===== config.mk =====
export PLATFORM = sky130hd
export DESIGN_NAME = fp_alu_dispatch_flat
export DESIGN_NICKNAME = d
export VERILOG_FILES = /design/src/rtl/fp_alu_dispatch_if.sv /design/src/rtl/fp_alu_dispatch.sv /design/src/flat_wrapper.sv
export SDC_FILE = /design/constraint.sdc
export NUM_CORES = 1
export LEC_CHECK = 0
export ABC_CLOCK_PERIOD_IN_PS = 2600
export CORE_MARGIN = 5
export CORE_UTILIZATION = 38
export DETAILED_ROUTE_END_ITERATION = 7
export GPL_TIMING_DRIVEN = 0
export PLACE_DENSITY = 0.6
export SLEW_MARGIN = 15
export SYNTH_ARGS = -nofsm -noshare
export SYNTH_HDL_FRONTEND = slang
export SYNTH_SLANG_ARGS = --single-unit

===== constraint.sdc =====
create_clock -name sys_clk -period 2.6 [get_ports sys_clk]
set_input_delay 0.65 -clock sys_clk [delete_from_list [all_inputs] [get_ports sys_clk]]
set_output_delay 0.65 -clock sys_clk [all_outputs]
set_load 0.02 [all_outputs]

===== src/rtl/fp_alu_dispatch_if.sv =====
// Request, ALU-side and result signals of the float dispatch stage.
// slave is the dispatcher's own view; master is the view of everything around it.
interface fp_alu_dispatch_if #(
   parameter int unsigned DEPTH = 4
);
   localparam int unsigned CntW = $clog2(DEPTH) + 1;

   logic            in_vld;
   logic            in_rdy;
   logic [31:0]     in_a;
   logic [31:0]     in_b;
   logic [1:0]      in_op;
   logic [31:0]     alu_data1;
   logic [31:0]     alu_data2;
   logic [1:0]      alu_opcode;
   logic            alu_trig;
   logic [31:0]     alu_data_out;
   logic            alu_vld;
   logic            alu_work;
   logic            res_vld;
   logic            res_rdy;
   logic [31:0]     res_data;
   logic [1:0]      res_op;
   logic            res_timeout;
   logic [CntW-1:0] fifo_cnt;

   modport slave (
      input  in_vld, in_a, in_b, in_op, alu_data_out, alu_vld, alu_work, res_rdy,
      output in_rdy, alu_data1, alu_data2, alu_opcode, alu_trig,
      output res_vld, res_data, res_op, res_timeout, fifo_cnt
   );

   modport master (
      output in_vld, in_a, in_b, in_op, alu_data_out, alu_vld, alu_work, res_rdy,
      input  in_rdy, alu_data1, alu_data2, alu_opcode, alu_trig,
      input  res_vld, res_data, res_op, res_timeout, fifo_cnt
   );
endinterface


===== src/rtl/fp_alu_dispatch.sv =====
// Issue stage for the single-precision ALU: request FIFO with subnormal flush, one-shot trig
// protocol towards the ALU, and a single result slot carrying either the ALU answer or a timeout.
module fp_alu_dispatch #(
   parameter int unsigned DEPTH   = 4,
   parameter int unsigned TIMEOUT = 1000
) (
   input logic              sys_clk,
   input logic              sys_rst_n,
   fp_alu_dispatch_if.slave bus
);
   localparam int unsigned PtrW = $clog2(DEPTH);
   localparam int unsigned CntW = PtrW + 1;
   localparam int unsigned TmoW = (TIMEOUT > 1) ? $clog2(TIMEOUT) : 1;

   typedef struct packed {
      logic [31:0] a;
      logic [31:0] b;
      logic [1:0]  op;
   } req_t;

   typedef enum logic [1:0] {StIdle, StIssue, StWait} state_e;

   function automatic logic [31:0] flush_subnormal(input logic [31:0] x);
      if (x[30:23] == 8'd0 && x[22:0] != 23'd0) begin
         return {x[31], 31'd0};
      end
      return x;
   endfunction

   req_t            mem_q [DEPTH];
   req_t            head;
   logic [PtrW-1:0] wr_ptr_q;
   logic [PtrW-1:0] rd_ptr_q;
   logic [CntW-1:0] cnt_q;
   logic            can_push;
   logic            push;
   logic            pop;

   state_e          state_q;
   logic [TmoW-1:0] tmo_q;
   logic [31:0]     data1_q;
   logic [31:0]     data2_q;
   logic [1:0]      opcode_q;
   logic            trig_q;
   logic            res_vld_q;
   logic [31:0]     res_data_q;
   logic [1:0]      res_op_q;
   logic            res_timeout_q;

   // Ready looks only at the count, so a full FIFO never accepts in the cycle it pops.
   assign can_push = (cnt_q < CntW'(DEPTH));
   assign push     = bus.in_vld && can_push;
   assign pop      = (state_q == StIdle) && (cnt_q != '0) && !bus.alu_work && !res_vld_q;
   assign head     = mem_q[rd_ptr_q];

   always_ff @(posedge sys_clk) begin
      if (push) begin
         mem_q[wr_ptr_q] <= '{a:  flush_subnormal(bus.in_a),
                              b:  flush_subnormal(bus.in_b),
                              op: bus.in_op};
      end
   end

   always_ff @(posedge sys_clk or negedge sys_rst_n) begin
      if (!sys_rst_n) begin
         wr_ptr_q <= '0;
         rd_ptr_q <= '0;
         cnt_q    <= '0;
      end else begin
         if (push) begin
            wr_ptr_q <= wr_ptr_q + PtrW'(1);
         end
         if (pop) begin
            rd_ptr_q <= rd_ptr_q + PtrW'(1);
         end
         if (push && !pop) begin
            cnt_q <= cnt_q + CntW'(1);
         end else if (pop && !push) begin
            cnt_q <= cnt_q - CntW'(1);
         end
      end
   end

   always_ff @(posedge sys_clk or negedge sys_rst_n) begin
      if (!sys_rst_n) begin
         state_q       <= StIdle;
         tmo_q         <= '0;
         data1_q       <= '0;
         data2_q       <= '0;
         opcode_q      <= '0;
         trig_q        <= 1'b0;
         res_vld_q     <= 1'b0;
         res_data_q    <= '0;
         res_op_q      <= '0;
         res_timeout_q <= 1'b0;
      end else begin
         if (res_vld_q && bus.res_rdy) begin
            res_vld_q <= 1'b0;
         end
         unique case (state_q)
            StIdle: begin
               if (pop) begin
                  data1_q  <= head.a;
                  data2_q  <= head.b;
                  opcode_q <= head.op;
                  trig_q   <= 1'b1;
                  state_q  <= StIssue;
               end
            end
            StIssue: begin
               trig_q  <= 1'b0;
               data1_q <= '0;
               data2_q <= '0;
               tmo_q   <= '0;
               state_q <= StWait;
            end
            StWait: begin
               // A result in the same cycle as the last timeout count still counts as a result.
               if (bus.alu_vld) begin
                  res_data_q    <= bus.alu_data_out;
                  res_op_q      <= opcode_q;
                  res_timeout_q <= 1'b0;
                  res_vld_q     <= 1'b1;
                  state_q       <= StIdle;
               end else if (tmo_q == TmoW'(TIMEOUT - 1)) begin
                  res_data_q    <= 32'hFFFF_FFFF;
                  res_op_q      <= opcode_q;
                  res_timeout_q <= 1'b1;
                  res_vld_q     <= 1'b1;
                  state_q       <= StIdle;
               end else begin
                  tmo_q <= tmo_q + TmoW'(1);
               end
            end
            default: state_q <= StIdle;
         endcase
      end
   end

   assign bus.in_rdy      = can_push;
   assign bus.fifo_cnt    = cnt_q;
   assign bus.alu_data1   = data1_q;
   assign bus.alu_data2   = data2_q;
   assign bus.alu_opcode  = opcode_q;
   assign bus.alu_trig    = trig_q;
   assign bus.res_vld     = res_vld_q;
   assign bus.res_data    = res_data_q;
   assign bus.res_op      = res_op_q;
   assign bus.res_timeout = res_timeout_q;
endmodule


===== src/flat_wrapper.sv =====
// flat-port wrapper written by rule: the top's interface ports become plain ports
module fp_alu_dispatch_flat 
#(
   parameter int unsigned DEPTH   = 4,
   parameter int unsigned TIMEOUT = 1000
)
  (sys_clk, sys_rst_n, bus_in_vld, bus_in_a, bus_in_b, bus_in_op, bus_alu_data_out, bus_alu_vld, bus_alu_work, bus_res_rdy, bus_in_rdy, bus_alu_data1, bus_alu_data2, bus_alu_opcode, bus_alu_trig, bus_res_vld, bus_res_data, bus_res_op, bus_res_timeout, bus_fifo_cnt);
  fp_alu_dispatch_if #(.DEPTH(DEPTH)) bus_i ();
  input logic sys_clk;
  input logic sys_rst_n;
  input wire logic [$bits(bus_i.in_vld)-1:0] bus_in_vld;
  input wire logic [$bits(bus_i.in_a)-1:0] bus_in_a;
  input wire logic [$bits(bus_i.in_b)-1:0] bus_in_b;
  input wire logic [$bits(bus_i.in_op)-1:0] bus_in_op;
  input wire logic [$bits(bus_i.alu_data_out)-1:0] bus_alu_data_out;
  input wire logic [$bits(bus_i.alu_vld)-1:0] bus_alu_vld;
  input wire logic [$bits(bus_i.alu_work)-1:0] bus_alu_work;
  input wire logic [$bits(bus_i.res_rdy)-1:0] bus_res_rdy;
  output wire logic [$bits(bus_i.in_rdy)-1:0] bus_in_rdy;
  output wire logic [$bits(bus_i.alu_data1)-1:0] bus_alu_data1;
  output wire logic [$bits(bus_i.alu_data2)-1:0] bus_alu_data2;
  output wire logic [$bits(bus_i.alu_opcode)-1:0] bus_alu_opcode;
  output wire logic [$bits(bus_i.alu_trig)-1:0] bus_alu_trig;
  output wire logic [$bits(bus_i.res_vld)-1:0] bus_res_vld;
  output wire logic [$bits(bus_i.res_data)-1:0] bus_res_data;
  output wire logic [$bits(bus_i.res_op)-1:0] bus_res_op;
  output wire logic [$bits(bus_i.res_timeout)-1:0] bus_res_timeout;
  output wire logic [$bits(bus_i.fifo_cnt)-1:0] bus_fifo_cnt;
  assign bus_i.in_vld = bus_in_vld;
  assign bus_i.in_a = bus_in_a;
  assign bus_i.in_b = bus_in_b;
  assign bus_i.in_op = bus_in_op;
  assign bus_i.alu_data_out = bus_alu_data_out;
  assign bus_i.alu_vld = bus_alu_vld;
  assign bus_i.alu_work = bus_alu_work;
  assign bus_i.res_rdy = bus_res_rdy;
  assign bus_in_rdy = bus_i.in_rdy;
  assign bus_alu_data1 = bus_i.alu_data1;
  assign bus_alu_data2 = bus_i.alu_data2;
  assign bus_alu_opcode = bus_i.alu_opcode;
  assign bus_alu_trig = bus_i.alu_trig;
  assign bus_res_vld = bus_i.res_vld;
  assign bus_res_data = bus_i.res_data;
  assign bus_res_op = bus_i.res_op;
  assign bus_res_timeout = bus_i.res_timeout;
  assign bus_fifo_cnt = bus_i.fifo_cnt;
  fp_alu_dispatch #(.DEPTH(DEPTH), .TIMEOUT(TIMEOUT)) u_core (.sys_clk(sys_clk), .sys_rst_n(sys_rst_n), .bus(bus_i));
endmodule

Word level (Yosys, flattened, before mapping)
Memories as Yosys holds them, arrays and structs flattened.
Cells that the tools add are included.
Cells by class
  $add $sub $neg: 5
  order comparisons: 1
  equal/unequal tests: 7
  mux-type cells: 37
  reductions and logical operators: 28
Operator list (count)
  $mux 32: 10
  $pmux 32 s2: 2
  $reduce_bool 23->1: 2
  $mux 10: 2
  $pmux 10 s2: 1
  $logic_not 8->1: 2
  $mux 1: 13
  $add 10x1->10 const B: 1
  $eq 10x10->1 const B: 1
  $mux 2: 5
  $logic_and 1x1->1: 9
  $reduce_and 2->1: 4
  $reduce_bool 2->1: 4
  $mux 3: 2
  $pmux 2 s3: 1
  $add 2x1->2 const B: 2
  $logic_not 1->1: 4
  $ne 2x2->1 const B: 2
  $add 3x1->3 const B: 1
  $lt 3x3->1 const B: 1
  $ne 3x2->1 const B: 1
  $reduce_and 3->1: 1
  $reduce_bool 3->1: 1
  $sub 3x1->3 const B: 1
  5 further kinds: 5
Word-level totals
  flip-flop bits (word level): 122
  memory bits (writable): 264
  memories: 1
Memory list
  u_core.mem_q: words 4, width 66, rd ports 1, clocked after memory_dff 0, wr ports 1, line fp_alu_dispatch.sv:30  | req_t mem_q [DEPTH];

Depth between registers and ports, before layout
  depth after elaboration: 7
  gate-level depth with buffers: 11

Worst setup path before layout
Ideal clock, no wire load.
  path kind: input -> register
  start point: in bus_in_vld
  end point: mem u_core.mem_q[0][0] (netlist bit) (enable)
  data arrival time: 2.577 ns
  data required time: 2.169 ns
  slack: -0.408 ns
  stages: 3
  buffers on the path: 1
  cell sequence: nor2b_1 > clkbuf_1 > and2_1
Between the ends
  cells in the longest elaborated chain, start to end: 3
RTL lines
  from (decl): line flat_wrapper.sv:11  | input wire logic [$bits(bus_i.in_vld)-1:0] bus_in_vld;
  $logic_and 1x1->1: line fp_alu_dispatch.sv:52  | assign push = bus.in_vld && can_push;
  net u_core.push: line fp_alu_dispatch.sv:36  | logic push;
  $mux 1: line fp_alu_dispatch.sv:57  | if (push) begin
  $mux 1 (not written as such): line fp_alu_dispatch.sv:58  | mem_q[wr_ptr_q] <= '{a: flush_subnormal(bus.in_a),
  to (decl): line fp_alu_dispatch.sv:30
The timed path passes the listed nets, and every way through them passes these cells.

Worst setup path after layout
  start point: in bus_in_a[16]
  end point: mem u_core.mem_q[3][56] (netlist bit) (data pin)
Between the ends
  cells in the longest elaborated chain, start to end: 6
RTL lines
  from (decl): line flat_wrapper.sv:12  | input wire logic [$bits(bus_i.in_a)-1:0] bus_in_a;
  $reduce_bool 23->1: line fp_alu_dispatch.sv:24  | if (x[30:23] == 8'd0 && x[22:0] != 23'd0) begin
  $logic_and 1x1->1: line fp_alu_dispatch.sv:24
  $mux 1: line fp_alu_dispatch.sv:24
  $mux 1: line fp_alu_dispatch.sv:57
  $mux 32: line fp_alu_dispatch.sv:27  | return x;
  $mux 32: line fp_alu_dispatch.sv:57
Every way passes these cells. The select of a mux whose other input is x is not followed.

==> metrics.log <==
[metrics] clock root buffer: sky130_fd_sc_hd__clkbuf_16
[metrics] total global-route track usage: 15.42%
[metrics] Critical Path AT: between 2000 and 3000 ps
[metrics] GRT overflow: 0
[metrics] height of the die: ~210 um
[metrics] stage delay of the slowest cell on the critical path: ~500 ps
[metrics] count of maximum capacitance violations: 0
[metrics] Clk pin slew, worst setup/hold paths: roughly 60 ps
[metrics] total number of H-tree levels: 2
[metrics] synthesis-stage register bit count: around 390
[metrics] Cell Count, Final, Fillers Out: 1582
[metrics] total standard cell area after synthesis: between 10000 and 15000 um^2
[metrics] number of nets at the end of the flow: between 1000 and 1500
[metrics] worst hold path type: reg2reg
[metrics] Ports: between 200 and 250
[metrics] antenna violations before repair: 0
[metrics] cell leakage power: 6.771 nW
[metrics] fraction of the yosys area taken by sequential cells: between 70% and 80%
[metrics] global-route wire length before repair: 50.14 mm
[metrics] Yosys top cell by area: sky130_fd_sc_hd__edfxtp_1
[metrics] placed cell areas: roughly 18000 um^2
[metrics] fill count: ~3300
[metrics] Avg Synthesized Cell Area: 19.05 um^2
[metrics] clock skew after layout: 21.84 ps
[metrics] Die Span X: 206.6 um
[metrics] Slowest-stage cell, CP: sky130_fd_sc_hd__nor4_1
[metrics] post-detailed-routing wire length: 32.77 mm
[metrics] cell breakdown of the critical path: clkdlybuf4s50_1, nor4_1, nand4_1, o21bai_2, clkbuf_1, and2_1
[metrics] unrepaired setup endpoints after global routing: no
[metrics] antenna violation net count after detailed routing: 0
[metrics] DRC viols: 0
[metrics] time the final worst path needs with I/O delays and setup: ~2500 ps
[metrics] antenna diode count: 0
[metrics] Final Max Tran Viols: 0
[metrics] half-perimeter wire length after placement: 21.51 mm
[metrics] critical path peak fanout: 10
[metrics] standard-cell row count: 72
[metrics] final non-filler cell area: about 19000 um^2
[metrics] commonest non-fill, non-tap cell in the layout: sky130_fd_sc_hd__edfxtp_1
[metrics] maximum clock path buffer count: 3
[metrics] Ys Warns: 0
[metrics] power consumption: 21.66 mW
[metrics] sort of element at the end of the critical path: flip-flop
[metrics] number of global-route vias before repair: around 8400
[metrics] cell types occupying the most area after synthesis: sky130_fd_sc_hd__edfxtp_1 54%, sky130_fd_sc_hd__dfrtp_1 21%, sky130_fd_sc_hd__mux4_2 10%
[metrics] clock insertion delay at the later pin of the skew report: between 500 and 600 ps
[metrics] Syn Nets: slightly below 900
[metrics] area of the core: between 30000 and 40000 um^2
[metrics] Area growth syn-to-layout: 29.57%
[metrics] hold violation count in the final report: 0
[metrics] post-synth top area share: between 50% and 60%
[metrics] number of library cell types mapped by synthesis: 46
[metrics] final weighted congestion in routability-driven placement: ~0.75
[metrics] largest net degree at the start of global routing: 86
[metrics] Max VDD drop: around 500 uV
[metrics] via density per instance: ~5
[metrics] share of cells above drive strength 1: between 10% and 20%
[metrics] Least-Margin Pin Slew: between 700 and 800 ps
[metrics] commonest cells after routing, fill and taps aside: 264 x sky130_fd_sc_hd__edfxtp_1, 209 x sky130_fd_sc_hd__clkdlybuf4s50_1, 122 x sky130_fd_sc_hd__dfrtp_1
[metrics] Post-Syn Instances: approximately 770
[metrics] die area: about 43000 um^2
[metrics] P per Cell Area: about 1100 nW/um^2
[metrics] routed length per instance: between 20 and 25 um
[metrics] Setup crit start kind: input port
[metrics] maximum clock frequency: around 400 MHz
[metrics] clock sink count: a little under 400
[metrics] final-report setup violation count: 0
[metrics] ratio of final minimum period to clock period: 95.75%
[metrics] via count: 7959
[metrics] class of the most critical setup path: in2reg
[metrics] input/output buffers: between 200 and 250
[metrics] result of the run: complete, no violations
[metrics] number of cells after detailed placement: ~1500
[metrics] CTS tree: done
[metrics] Detailed Route Iter0 Violations: just under 400
[metrics] starting density of the core: 38.18%
[metrics] count of TritonRoute iterations in the first routing pass: 4
[metrics] number of buffers created by CTS: 41
[metrics] total negative setup slack: 0 ps
[metrics] CP Data Required Time: about 3000 ps
[metrics] max-slew headroom at the worst pin: between 50 and 60%
-- logic make-up after synthesis --
logic type	count (synthesis)	synth area share [%]
compound gates	120	6.918
fa+ha+maj	7	0.6475
mux	72	10.57
flops	386	74.77
buf+inv	67	2.053
simple gates	113	4.686
xor+xnor	6	0.3578
-- per-layer routing --
metal  part of all wire (%)  global-route usage, %  vias up
li1                       -                      -     3615
met1                     42                  20.58     4071
met2                     49                  25.51      223
met3                    7.2                  3.312       50
met4                    2.2                  4.872        0
met5                      0                      0        -
-- registers in the layout, summed over array words and instances (netlist names), 2 cells and up --
| name | cells |
|---|---|
| u_core.mem_q | 264 |
| u_core.state_q | 2 |
| u_core.bus.alu_opcode | 2 |
| u_core.rd_ptr_q | 2 |
| u_core.bus.res_op | 2 |
| u_core.bus.res_data | 32 |
| u_core.bus.alu_data2 | 32 |
| u_core.bus.fifo_cnt | 3 |
| u_core.bus.alu_data1 | 32 |
| u_core.wr_ptr_q | 2 |
| u_core.tmo_q | 10 |
-- timing repair --
action | 4_1_cts | 5_1_grt
hold buffers | 1 | 0
setup endpoints to repair | 42 | 22
buffers inserted | 1 | 0
resized for setup | 1 | 3
hold endpoints to repair | 21 | 0
-- worst paths after layout --
path                                      from                        to  slack (ps)  depth (start not counted)
setup / recovery                  bus_in_a[16]       u_core.mem_q[3][56]         110                          6
hold reg to reg            u_core.bus.alu_trig       u_core.bus.alu_trig         490                          1
max in group asynchronous            sys_rst_n   u_core.bus.alu_data1[1]        1240                          3
hold / removal             u_core.bus.alu_trig       u_core.bus.alu_trig         490                          1
min in group asynchronous            sys_rst_n  u_core.bus.alu_data2[10]         610                          2
setup reg to reg             u_core.state_q[1]    u_core.bus.fifo_cnt[1]         210                          9
-- report_power, final --
group / internal (mW) / switching, mW
logic: 3.48 / 3.55
clock network: 3.64 / 2.37
registers: 8.00 / 0.626
-- worst max-delay path: cells and delay by family --
kind | cells | cell delay, ps
simple gates | 3 | 1090
compound gates | 1 | 410
buf+inv | 2 | 710
-- cell usage after synthesis, drive strengths merged --
library cell / number
xor2: 2
nor3: 7
a211o: 2
mux2: 5
a311o: 1
ha: 6
o22ai: 1
dfrtp: 122
or3: 1
o211ai: 1
buf: 23
nor3b: 2
edfxtp: 264
and4bb: 1
inv: 10
o21bai: 3
nor2: 3
a32o: 1
xnor2: 4
mux4: 66
and4: 1
nand2: 12
a311oi: 1
o21ai: 3
and2: 52
nand3: 8
mux2i: 1
a31oi: 1
nand2b: 2
nand4: 4
nor2b: 1
a21o: 2
nor4: 15
fa: 1
or4: 3
o21a: 2
a21oi: 2
o31ai: 3
nor4b: 1
a22o: 65
o22a: 32
clkbuf: 34
-- stage by stage --
step	utilization, %	hold WS, ps	worst slack, ps
after floorplan	-	354.4	223.1
after global placement	45.34	481.4	-4650
after detailed placement	45.73	484.1	-1000
after CTS	49.43	498.4	67.98
after global routing	49.47	516.8	49.91
final	49.47	492.5	110.6
-- area by class of cell --
cell class	count	area [um^2]	share of cell area, %
plain buffers	57	266.5	1.400
clock buffers	52	1150	6.042
clock inverters	24	255.2	1.341
inverters	10	37.54	0.1973
multi-input cells	318	3430	18.02
flip-flops and latches	386	10980	57.70
well taps	518	648.1	3.406
repair buffers	217	2262	11.89
Note: power is estimated with default switching activity, not from simulation.
==> patch 1: new RTL, same flow settings <==
`DEPTH` is set to 4 in 3 places; all go to 8.
--- a/src/rtl/fp_alu_dispatch_if.sv
+++ b/src/rtl/fp_alu_dispatch_if.sv
@@ -2,5 +2,5 @@
 // slave is the dispatcher's own view; master is the view of everything around it.
 interface fp_alu_dispatch_if #(
-   parameter int unsigned DEPTH = 4
+   parameter int unsigned DEPTH = 8
 );
    localparam int unsigned CntW = $clog2(DEPTH) + 1;
--- a/src/rtl/fp_alu_dispatch.sv
+++ b/src/rtl/fp_alu_dispatch.sv
@@ -2,5 +2,5 @@
 // protocol towards the ALU, and a single result slot carrying either the ALU answer or a timeout.
 module fp_alu_dispatch #(
-   parameter int unsigned DEPTH   = 4,
+   parameter int unsigned DEPTH   = 8,
    parameter int unsigned TIMEOUT = 1000
 ) (
--- a/src/flat_wrapper.sv
+++ b/src/flat_wrapper.sv
@@ -2,5 +2,5 @@
 module fp_alu_dispatch_flat 
 #(
-   parameter int unsigned DEPTH   = 4,
+   parameter int unsigned DEPTH   = 8,
    parameter int unsigned TIMEOUT = 1000
 )
Ports: changed (resized bus_fifo_cnt); port bits go from 211 to 212. The function was not compared with the original's and may differ.
==> patch 1 against the original RTL <==
The flow now finishes with violations (hold timing); sequential cell count increased by 267; first-iteration DRC count rose by 130%; worst setup slack worse by 0.020 ns; utilization down 1.4 points; synthesized cell count increased by 59%; highest routed layer unchanged; area after synthesis up 70%; cell area increased by 66%; total power rose by 61%; routed wire length is 83% higher.
==> patch 1: results (changes against the original RTL) <==
metric,value,unit,change
vias in the first global route,13778,,+64%
sequential area share after synthesis,76.0,%,+1.2 points
dpl cell area,29000,um2,+65%
max reg flops,528,,+100%
failing checks,hold timing,,
Worst-Margin Slew,0.882,ns,+0.178 ns
CTS H-tree lvls,3,,+1
Final GP Congestion,0.764,,+1.3%
worst setup path endpoint,u_core.mem_q[0][27],,
DR WL met2,30500,um,+91%
Mapped Nets,1338,,+52%
worst hold slack,-0.00532,ns,-0.498 ns
final hold vios,3,,+3
fraction of registers with async set or reset after synthesis,19.1,%,-12 points
All-Layer GR Usage,16.9,%,+1.5 points
Post-Synthesis Cells,1227,,+59%
Post-synth EDFFs,528,,+100%
"Cell Count, Final, Fillers Out",2471,,+56%
layout cells sized above 1,22.6,%,+5.9 points
Static Leak,10.6,nW,+57%
I/O Buffers,211,,+0.48%
status,"complete, but fails checks",,
power share of the clock group,29.0,%,+1.2 points
worst skew pair latency,0.61,ns,+0.06 ns
DP Worst Slack,-1.11,ns,-0.113 ns
NumNets Final,1660,,+45%
Gate power share,30.9,%,-1.6 points
crit-path leading delay family,buffers and inverters,,
Synth top cells by count,"528 x edfxtp_1, 132 x mux4_2, 125 x dfrtp_1",,
Yosys cell types,54,,+17%
first-pass GRT wire length,89800,um,+79%
largest net degree at the start of global routing,66,,-23%
Layout fillers,5324,,+63%
Compound-Gate Fraction of Synth Area,4.56,%,-2.4 points
Pint,24.5,mW,+62%
antenna violations before repair,2,,+2
detail-routed net length per standard cell,24.3,um,+17%
[patch 1: final cells by class]
type | count | area, um2 | area share, %
buffer | 80 | 424 | 1.35
clock buffer | 97 | 1930 | 6.13
tap | 864 | 1080 | 3.43
inverter | 8 | 45.0 | 0.143
sequential | 653 | 19000 | 60.2
multi-input combinational | 486 | 5770 | 18.3
antenna | 2 | 5.00 | 0.0159
clock inverter | 31 | 413 | 1.31
timing repair buffer | 250 | 2860 | 9.08
[patch 1: what timing repair did]
action | CTS | global route
setup endpoints to repair | 232 | 116
pin swaps | 3 | 6
buffers inserted | 3 | 1
gates resized for setup | 21 | 15
[patch 1: cell families (layout without fill, tap and decap cells)]
family | after synthesis | in the layout
compound gates | 129 | 129
xor+xnor | 6 | 6
fa+ha+maj | 7 | 7
buf+inv | 88 | 466
flops | 653 | 653
mux | 140 | 140
other cells | 0 | 2
simple gates | 204 | 204
==> patch 2: new RTL, same flow settings <==
Made on the original files. Encoding of `state_e`: now one-hot (3 bits for 3 states).
--- a/src/rtl/fp_alu_dispatch.sv
+++ b/src/rtl/fp_alu_dispatch.sv
@@ -19,5 +19,5 @@
    } req_t;
 
-   typedef enum logic [1:0] {StIdle, StIssue, StWait} state_e;
+   typedef enum logic [2:0] {StIdle = 3'b001, StIssue = 3'b010, StWait = 3'b100} state_e;
 
    function automatic logic [31:0] flush_subnormal(input logic [31:0] x);
Behaviour: no difference found for any inputs over 4 cycles, from zero or initial values and one cycle with sys_rst_n low; so few cycles prove little.
==> patch 2 against the original RTL <==
Cell area down 0.53%; critical path depth grew 3; utilization shrank 0.26 points; sequential cell count up 1; sequential power grew 2.3%; critical path type unchanged; highest routed layer is now met5; cell count up 0.19%; global-route usage about the same; total power is 0.29% higher; synthesized cell count grew 0.26%; combinational power grew 4.7%; area after synthesis is essentially flat; routed wire length up 0.87%; critical endpoint is now u_core.bus.fifo_cnt[1]; worst setup slack got worse by 0.050 ns; count of clock-buffer cells in the layout grew 7.
==> patch 2: results (changes against the original RTL) <==
metric,value,unit,change
top_reg_cell synth,edfxtp_1,,
Compound-Gate Fraction of Synth Area,6.97,%,+0.054 points
Post-Synth Adder-Cell Area,0.647,%,about the same
first-pass GRT wire length,50100,um,-0.11%
drt pass-1 iters,4,,unchanged
"top cells by area, synth","edfxtp_1 54%, dfrtp_1 21%, mux4_2 10%, a22o_1 3.9%, and2_1 2.2%",,
Max Cap Viol,0,,unchanged
Static Leak,6.72,nW,-0.71%
All-Layer GR Usage,15.4,%,-0.027 points
largest net degree at the start of global routing,87,,+1.2%
Slowest cell on crit path,or4b_4,,
worst hold slack,0.494,ns,+0.00187 ns
dpl hpwl,21500,um,-0.29%
layout cells sized above 1,16.3,%,-0.42 points
I/O Buffers,210,,unchanged
CP arrival,2.94,ns,+0.07 ns
detail-routed net length per standard cell,20.9,um,+0.68%
"Cell Count, Final, Fillers Out",1585,,+0.19%
Mapped Nets,884,,+0.23%
worst reg-to-reg setup slack,0.07,ns,-0.14 ns
1st-iter DRT viols,469,,+21%
clk buf depth,3,,unchanged
sequential area share after synthesis,74.9,%,+0.12 points
Peak VDD IR,0.583,mV,+17%
mean post-synth cell area,19.0,um2,-0.17%
worst hold endpoint,u_core.bus.res_timeout,,
CTS buffer count,41,,unchanged
PostCTS Resize Cnt,0,,-1
DP Worst Slack,-1.03,ns,-0.0325 ns
fraction of registers with async set or reset after synthesis,31.8,%,+0.18 points
final worst slack,0.0606,ns,-0.0500 ns
Worst slew margin,40.3,%,-13 points
R2R Path Start,u_core.state_q[0],,
worst skew pair latency,0.53,ns,-0.02 ns
CP Max Fanout,7,,-3
DP Cell Count,1506,,+0.13%
HP Start,u_core.bus.res_timeout,,
Synth top cells by count,"264 x edfxtp_1, 122 x dfrtp_1, 66 x mux4_2",,
NumNets Final,1145,,+0.26%
status,completed,,
Setup Skew,0.0127,ns,-0.00915 ns
worst setup path endpoint,u_core.bus.fifo_cnt[1],,
R2R cell count,8,,-1
Synth Area in XOR/XNOR,0.358,%,about the same
vias in the first global route,8458,,+0.52%
Yosys cell types,48,,+4.3%
Final GP Congestion,0.732,,-3.0%
post-synthesis mux area share,10.6,%,about the same
via count,7944,,-0.19%
crit path from,bus_alu_work,,
clock tree root driver cell,clkbuf_16,,
dpl cell area,17600,um2,+0.11%
antenna violations before repair,1,,+1
## patch 2: cell type report
cell class              instances  area, um2
plain buffers                  56        249
clock buffers                  59       1180
clock inverters                17        118
fillers                      3285      19500
inverters                      12       47.5
multi-input cells             318       3430
flip-flops and latches        387      11000
well taps                     518        648
repair buffers                218       2250
## patch 2: per-layer routing
metal  global-route usage, %  part of all wire [%]  vias up
met5                       0                 0.039        -
met2                    26.1                    49      203
li1                        -                     -     3604
met4                    3.18                   1.4        2
met3                    3.69                   7.1       34
met1                    20.5                    42     4101
## patch 2: timing repair
action,in CTS,in global routing
hold buffers,1,0
buffers inserted,1,1
setup endpoints to repair,2,1
endpoints found under the hold margin,2,0
pin swaps,1,2
## patch 2: power breakdown
group	internal [mW]	switching, mW
clock	3.26	2.30
sequential	8.11	0.710
combinational	3.69	3.67
## patch 2: critical path, delay by kind of cell
kind          cells  cell delay (ns)
mux               1             0.27
simple gates      2             0.80
fa+ha+maj         2             0.52
buf+inv           4             0.69
